## src/rtl/seg_scan_decoder.sv

```systemverilog
// seg_scan_decoder: snoops an active-low multiplexed seven-segment scan bus and rebuilds the shown digits as BCD.
// Optional feature macro: SEG_DP_CAPTURE_EN (capture, compare and publish decimal points).

module seg_scan_decoder #(
  parameter logic [7:0] DIGIT_MASK    = 8'b0011_1111,
  parameter int         SETTLE_CYCLES = 4,
  parameter int         STABLE_FRAMES = 2
) (
  input  logic        clk,
  input  logic        rst,
  input  logic [7:0]  seg_en,
  input  logic [7:0]  seg_out,
  output logic [31:0] digits_bcd,
  output logic [7:0]  digits_valid,
  output logic [7:0]  dp,
  output logic        frame_done,
  output logic        update,
  output logic        enable_err
);

  localparam logic [3:0] SETTLE = 4'(SETTLE_CYCLES);
  localparam logic [2:0] STABLE = 3'(STABLE_FRAMES);
`ifdef SEG_DP_CAPTURE_EN
  localparam logic [7:0] KEEP = 8'hFF;
`else
  localparam logic [7:0] KEEP = 8'h7F;
`endif

  logic [7:0]  en_r, en_d, seg_r;
  logic [3:0]  settle_q, settle_next;
  logic [7:0]  seen_q, seen_next;
  logic [7:0]  shadow_q    [8];
  logic [7:0]  shadow_next [8];
  logic [7:0]  ref_q       [8];
  logic [2:0]  match_q, match_next;
  logic        changed, legal_digit, illegal, fire;
  logic        complete, same, publish;
  logic [4:0]  dec;
  logic [31:0] pub_bcd;
  logic [7:0]  pub_valid, pub_dp;

  function automatic logic [4:0] decode_seg(input logic [6:0] s);
    case (s)
      7'h40:   decode_seg = 5'h10;
      7'h79:   decode_seg = 5'h11;
      7'h24:   decode_seg = 5'h12;
      7'h30:   decode_seg = 5'h13;
      7'h19:   decode_seg = 5'h14;
      7'h12:   decode_seg = 5'h15;
      7'h02:   decode_seg = 5'h16;
      7'h78:   decode_seg = 5'h17;
      7'h00:   decode_seg = 5'h18;
      7'h10:   decode_seg = 5'h19;
      default: decode_seg = 5'h0F;
    endcase
  endfunction

  always_ff @(posedge clk or posedge rst) begin
    if (rst) begin
      en_r  <= 8'hFF;
      en_d  <= 8'hFF;
      seg_r <= 8'hFF;
    end else begin
      en_r  <= seg_en;
      en_d  <= en_r;
      seg_r <= seg_out;
    end
  end

  // settle_next is the number of cycles the registered enable has held, including this one
  always_comb begin
    changed     = (en_r != en_d);
    legal_digit = $onehot(~en_r);
    illegal     = !legal_digit && (en_r != 8'hFF);
    if (changed)
      settle_next = 4'd1;
    else if (settle_q >= SETTLE)
      settle_next = settle_q;
    else
      settle_next = settle_q + 4'd1;
    fire = legal_digit && (settle_next == SETTLE) && (changed || (settle_q != SETTLE));
  end

  always_comb begin
    seen_next   = seen_q;
    shadow_next = shadow_q;
    if (fire) begin
      for (int i = 0; i < 8; i++) begin
        if (!en_r[i]) begin
          seen_next[i]   = 1'b1;
          shadow_next[i] = seg_r & KEEP;
        end
      end
    end
    complete = fire && ((seen_next & DIGIT_MASK) == DIGIT_MASK);

    same = 1'b1;
    for (int i = 0; i < 8; i++) begin
      if (DIGIT_MASK[i] && (shadow_next[i] != ref_q[i])) same = 1'b0;
    end
    if (!same)
      match_next = 3'd1;
    else if (match_q >= STABLE)
      match_next = match_q;
    else
      match_next = match_q + 3'd1;
    publish = complete && (match_next == STABLE);

    // unmasked positions stay zero so the readback never shows stale slots
    dec       = '0;
    pub_bcd   = '0;
    pub_valid = '0;
    pub_dp    = '0;
    for (int i = 0; i < 8; i++) begin
      if (DIGIT_MASK[i]) begin
        dec               = decode_seg(shadow_next[i][6:0]);
        pub_bcd[i*4 +: 4] = dec[3:0];
        pub_valid[i]      = dec[4];
`ifdef SEG_DP_CAPTURE_EN
        pub_dp[i]         = ~shadow_next[i][7];
`endif
      end
    end
  end

  always_ff @(posedge clk or posedge rst) begin
    if (rst) begin
      settle_q     <= '0;
      seen_q       <= '0;
      match_q      <= '0;
      enable_err   <= 1'b0;
      frame_done   <= 1'b0;
      update       <= 1'b0;
      digits_bcd   <= '0;
      digits_valid <= '0;
      dp           <= '0;
      for (int i = 0; i < 8; i++) begin
        shadow_q[i] <= '0;
        ref_q[i]    <= '0;
      end
    end else begin
      settle_q   <= settle_next;
      frame_done <= complete;
      update     <= 1'b0;
      shadow_q   <= shadow_next;
      if (illegal) enable_err <= 1'b1;
      if (complete) begin
        seen_q  <= '0;
        match_q <= match_next;
        if (!same) ref_q <= shadow_next;
      end else begin
        seen_q <= seen_next;
      end
      if (publish) begin
        digits_bcd   <= pub_bcd;
        digits_valid <= pub_valid;
        dp           <= pub_dp;
        update       <= (pub_bcd != digits_bcd) || (pub_valid != digits_valid) || (pub_dp != dp);
      end
    end
  end

endmodule

```

## config.mk

```make
export PLATFORM = sky130hd
export DESIGN_NAME = seg_scan_decoder
export DESIGN_NICKNAME = d
export VERILOG_FILES = /design/src/rtl/seg_scan_decoder.sv
export SDC_FILE = /design/constraint.sdc
export NUM_CORES = 1
export LEC_CHECK = 0
export ABC_AREA = 0
export BUFFER_PORTS_ARGS = -buffer_cell sky130_fd_sc_hd__buf_2
export CORE_ASPECT_RATIO = 1.75
export CORE_MARGIN = 8
export CORE_UTILIZATION = 45
export DETAILED_ROUTE_END_ITERATION = 12
export PLACE_DENSITY = 0.71
export SLEW_MARGIN = 20
export SYNTH_ARGS = -nofsm -noshare
export SYNTH_HDL_FRONTEND = slang
export SYNTH_SLANG_ARGS = --single-unit
```

## constraint.sdc

```tcl
create_clock -name clk -period 8.65 [get_ports clk]
set_clock_uncertainty 0.1 [all_clocks]
set_input_delay 2.1625 -clock clk [delete_from_list [all_inputs] [get_ports clk]]
set_output_delay 2.1625 -clock clk [all_outputs]
set_load 0.02 [all_outputs]
```

; ---- After elaboration in Yosys (flattened, before gate mapping)
; Cells that the tools add are included.
[word_totals]
ff_bits = 179
in_bits = 18
out_inout_bits = 51
wordCells = 160
[op_classes]
add_sub_neg = 9
magnitude_cmp = 2
eq_ne = 69
mux = 34
bitwise = 4
n_reduce_logical = 17
[ops]
columns = op, n
row1 = 5-bit one-hot mux with 10 select lines, 6
row2 = "7-bit by 5-bit equality test with 1-bit output, second input constant", 18
row3 = "7-bit equality test, second input constant", 18
row4 = "7-bit by 6-bit equality test with 1-bit output, second input constant", 12
row5 = 64-bit 2-to-1 mux, 1
row6 = 8-bit != test, 7
row7 = 8-bit 2-to-1 mux, 6
row8 = "7-bit by 2-bit equality test with 1-bit output, second input constant", 6
row9 = 7-bit logical NOT, 6
row10 = 24-bit != test, 1
row11 = 7-bit 2-to-1 mux, 2
row12 = 1-bit 2-to-1 mux, 13
row13 = 6-bit 2-to-1 mux, 2
row14 = 1-bit by 1-bit adder with 2-bit output, 4
row15 = 4-bit 2-to-1 mux, 2
row16 = "8-bit != test, second input constant", 1
row17 = 8-bit NOT, 1
row18 = 2-bit by 2-bit adder with 3-bit output, 2
row19 = "6-bit equality test, second input constant", 1
row20 = 3-bit 2-to-1 mux, 2
row21 = 6-bit != test, 1
row22 = 2-bit AND reduction, 3
row23 = 1-bit logical AND, 5
row24 = 3-bit by 3-bit adder with 4-bit output, 1
row25 = 11 further kinds, 14

; ---- Logic depth before layout (Yosys ltp)
[depth]
ltp_word = 19
ltp_mapped = 26
depth_no_buf = 20

; ---- Worst setup path after synthesis
; OpenSTA, ideal clock, no wires.
[synth_timing]
path_kind = reg2reg
start = reg en_r[3]
end = reg digits_bcd[10]
setup_time_ns = 0.125
arrival_time_ns = 6.077
required_ns = 8.425
setup_slack_ns = 2.348
stages_incl_launch_ff = 27
n_path_buf = 7
period_less_slack_ns = 6.302
cell_sequence = dfstp_2 > clkbuf_1 > inv_1 > clkbuf_1 > fa_1 > inv_1 > fa_1 > fa_1 > inv_1 > ha_1 > inv_1 > fa_1 > nand4b_1 > o21ai_1 > and4bb_1 > buf_2 > buf_4 > buf_2 > buf_1 > nand3_1 > nand2_1 > xnor2_1 > nand3_1 > nor3_1 > nand3_2 > buf_6 > mux2_4
[synth_lines]
columns = element, line
row1 = from (decl), 29  ; logic [7:0] en_r, en_d, seg_r;
row2 = from (signal assigned), 64  ; en_r <= seg_en;
row3 = to (signal assigned), 155  ; digits_bcd <= pub_bcd;
row4 = to (decl), 13  ; output logic [31:0] digits_bcd,

; ---- Worst setup path after layout
[layout_timing]
start = reg en_r[0]
end = reg ref_q[61] in the netlist's numbering
[layout_between]
elab_chain_cells = 17
word_cells_on_any_way = 31
cone_classes = add/sub (3) / eq/ne (10) / mux (11) / bitwise (2) / reduce/logical (5)
[layout_lines]
columns = element, line
row1 = 8-bit NOT, 73  ; legal_digit = $onehot(~en_r);
row2 = 1-bit by 1-bit adder with 2-bit output (implied by the code), 73
row3 = 2-bit by 2-bit adder with 3-bit output (implied by the code), 73
row4 = 3-bit by 3-bit adder with 4-bit output (implied by the code), 73
row5 = 4-bit by 1-bit equality test with 1-bit output, 73
row6 = 1-bit logical AND (2 in a row), 81  ; fire = legal_digit && (settle_next == SETTLE) && (changed || (settle_q != SETTLE));
row7 = 64-bit 2-to-1 mux, 87  ; if (fire) begin
row8 = 8-bit != test, 99  ; if (DIGIT_MASK[i] && (shadow_next[i] != ref_q[i])) same = 1'b0;
row9 = 1-bit 2-to-1 mux (6 in a row), 99
row10 = 1-bit NOT (no line), n/a
row11 = 2-bit AND reduction (no line), n/a
row12 = to (signal assigned), 150  ; if (!same) ref_q <= shadow_next;
row13 = to (decl), 34  ; logic [7:0] ref_q [8];
; Parallel ways exist; a longest one is shown, timed or not.
; A chain may end at the register's enable or synchronous reset.

==> results.yml <==
route:
  vias: 8256
  routed_wl_mm: 27.7
  wire_per_inst_um: 20.3
  vias_per_cell: 6.07
  top_layer_used: "met4"
  met1Wirelength_mm: 10.7
  drtIter0Drc: 612
  drtPass1Iterations: 5
  met3_length_mm: 1.55
  ant_nets: 0
  met2_length_mm: 13.7
  drcViolationCount: 0
floorplanning:
  pin_count: 69
  start_util_pct: 45.3
  dieHeight_um: 212
  rows: 72
  chipWidth_um: 128
  core_um2: 21900
  dieArea_um2: 27200
critical_path:
  crit_path_end_kind: "flip-flop"
  r2r-end: "ref_q[61]$_DFFE_PP0P_"
  crit_arrival_ns: 8.03
  ff2ff_path_depth: 21
  critPathMaxFanout: 44
  rrSetupSlack_ns: 0.85
  start_kind: "flip-flop"
  crit_required_ns: 8.88
  r2r_start: "en_r[0]$_DFF_PP1_"
  critical_path_class: "flip-flop to flip-flop"
finish:
  antenna_cells: 0
  area_growth_pct: 10.5
  multiInputGateArea_um2: 5330
  final_cells: 1360
  mostFrequentLayoutCells: "dfrtp_1 (142), nand2_1 (74), a21oi_1 (63), o21ai_0 (57), nor2_1 (54)"
  num-fill-cells: 2019
  drive_gt1_share_pct: 16.1
  final_common_cell: "dfrtp_1"
  fin_nets: 1080
  regArea_um2: 4160
sta:
  maxSlewViolCount: 0
  finalCriticalPeriod_ns: 7.80
  tightest_slew_ns: 0.945
  maxSlewHeadroom_pct: 37.0
  tns_ns: 0
  setup_viol: 0
  finalHoldViolations: 0
  post-route-period-util_pct: 90.2
  rsz0062_at_grt: "no"
  clock.fmax_mhz: 128
synthesis:
  synth_top_area_cell: "dfrtp_1"
  synth_ff_type: "dfrtp_1"
  yosysSeqAreaShare_pct: 41.9
  syn_inst: 1029
  yosys_warnings: 0
  syn_area_per_cell_um2: 9.64
  synth_edf_count: 0
  syn-cell-area_um2: 9920
  synth_top_area_share_pct: 35.8
  ys_async_sr_fraction_pct: 100
  synth.distinct_cells: 79
  ys_ff_latch: 165
  synth.area.top_cells: "dfrtp_1 (36%), dfstp_2 (6.1%), mux2_1 (5.4%)"
clocking:
  root_buffer: "clkbuf_16"
  cts.path.max_buffers: 2
  post_cts_resized: 0
  cts_tree: "built"
  cts.sinks: 165
  clk_pin_slew_ns: 0.07
  numCtsBuffers: 17
  cts_setup_buffers: 0
  htree_levels: 4
  clk_latency_ns: 0.45
  hold_buffers: 0
hold_path:
  hold_start: "en_r[6]$_DFF_PP1_"
  min_to: "en_d[6]$_DFF_PP1_"
  hold_depth: 0
  worst_hold_path_type: "flip-flop to flip-flop"
grt:
  gr-total-overflow: 0
  grt_pass1_vias: 8050
  grt_first_pass_wirelength_mm: 43.4
  grt_max_degree: 106
  track_usage_pct: 20.8
  antenna_found_initial: 0
power:
  vdd_drop_max_uv: 126
  p_leak_nw: 5.37
  cellPowerDensity_nw_per_um2: 153
place:
  dpl.hpwl_mm: 19.5
  gp_congestion: 0.927
  placedCellCount: 1328
  io_buffers: 49
job:
  maxCapViolCount: 0
outcome:
  status: "finished, final reports clean"
-- sequential cells by signal, summed over array words and instances (netlist names), 3 cells and up --
signal        flops
seg_r             7
en_d              8
en_r              8
digits_bcd       24
seen_q            6
match_q           3
ref_q            48
digits_valid      6
settle_q          4
shadow_q         48
-- layer usage --
layer	up-vias	GRT usage, %
met5	-	0
met4	0	15.4
met3	102	3.47
met2	290	34.9
met1	4076	23.1
li1	3788	-
-- how the worst max path moves through the flow --
| stage | slack, ns | cells past startpoint | end | startpoint |
|---|---|---|---|---|
| 2_1_floorplan | 1.96 | 1 | digits_bcd[0]$_DFFE_PP0P_ | rst |
| 3_3_place_gp | 1.09 | 21 | ref_q[61]$_DFFE_PP0P_ | en_r[0]$_DFF_PP1_ |
| 3_5_place_dp | 1.00 | 21 | ref_q[61]$_DFFE_PP0P_ | en_r[0]$_DFF_PP1_ |
| 4_1_cts | 0.92 | 21 | ref_q[61]$_DFFE_PP0P_ | en_r[0]$_DFF_PP1_ |
| 5_1_grt | 0.56 | 21 | ref_q[58]$_DFFE_PP0P_ | en_r[0]$_DFF_PP1_ |
| 6_report | 0.85 | 21 | ref_q[61]$_DFFE_PP0P_ | en_r[0]$_DFF_PP1_ |
-- per-stage QoR --
| stage | setup slack, ns | util [%] | hold WS, ns | total power [mW] | instance area (um^2) |
|---|---|---|---|---|---|
| after floorplan | 1.96 | - | 0.266 | 0.866 | 9990 |
| after global placement | 1.09 | 47.3 | 0.291 | 0.887 | 10300 |
| after detailed placement | 1.00 | 47.3 | 0.297 | 0.890 | 10300 |
| after CTS | 0.924 | 50.1 | 0.306 | 1.69 | 11000 |
| after global routing | 0.556 | 50.1 | 0.311 | 1.73 | 11000 |
| final | 0.851 | 50.1 | 0.305 | 1.68 | 11000 |
-- power breakdown --
group,switching (mW),internal (mW)
Combinational,0.0495,0.0215
Clock,0.325,0.479
Sequential,0.0231,0.782
-- cell usage after synthesis (5+ instances only) --
library cell	count
nor4_1	29
dfrtp_1	142
a21boi_0	10
a21oi_1	63
mux2i_1	22
clkbuf_1	40
ha_1	7
dfstp_2	23
nor4bb_1	8
nor2_1	54
nand2_1	74
or4_1	9
xor2_1	11
nand4_1	22
a31oi_1	7
buf_2	9
nand4b_1	6
nor3_1	36
or3_1	11
xnor2_1	34
mux2_2	8
mux2_1	48
inv_1	27
o21ai_0	57
mux2_4	26
nor2b_1	5
a21o_1	5
and2_1	7
nand3b_1	8
a211oi_1	10
nor4b_1	7
buf_4	20
nand3_1	47
nand2b_1	6
or2_2	7
and3_1	39
-- final cells by class --
| type | instances | area share, % |
|---|---|---|
| multi-input cells | 774 | 48.6 |
| clock buffers | 22 | 4.33 |
| repair buffers | 62 | 3.36 |
| flip-flops and latches | 165 | 37.9 |
| inverters | 31 | 1.11 |
| clock inverters | 10 | 1.31 |
| well taps | 296 | 3.38 |
-- critical path, cell delays in order, from the launching register on --
cell,delay [ns]
dfstp_2,0.72
inv_1,0.33
fa_1,0.61
inv_1,0.05
fa_1,0.50
fa_1,0.41
inv_1,0.07
ha_1,0.17
inv_1,0.07
fa_1,0.55
nand4b_1,0.10
o21ai_1,0.29
and4bb_2,0.72
buf_4,0.29
nand3_1,0.12
and3_1,0.23
nor4_1,0.65
nand4_1,0.25
nor4_4,0.56
a21oi_4,0.20
buf_12,0.23
mux2_1,0.36
-- logic make-up after synthesis --
| group | share of synthesized area (%) |
|---|---|
| buffers and inverters | 5.14 |
| adder cells (fa/ha/maj) | 1.69 |
| XOR/XNOR | 3.97 |
| flip-flops | 41.9 |
| multiplexers | 12.7 |
| other | 0.0378 |
| AND/OR/NAND/NOR | 22.0 |
| AO/OA/AOI/OAI | 12.5 |
Power figures use the tool's default switching activity.
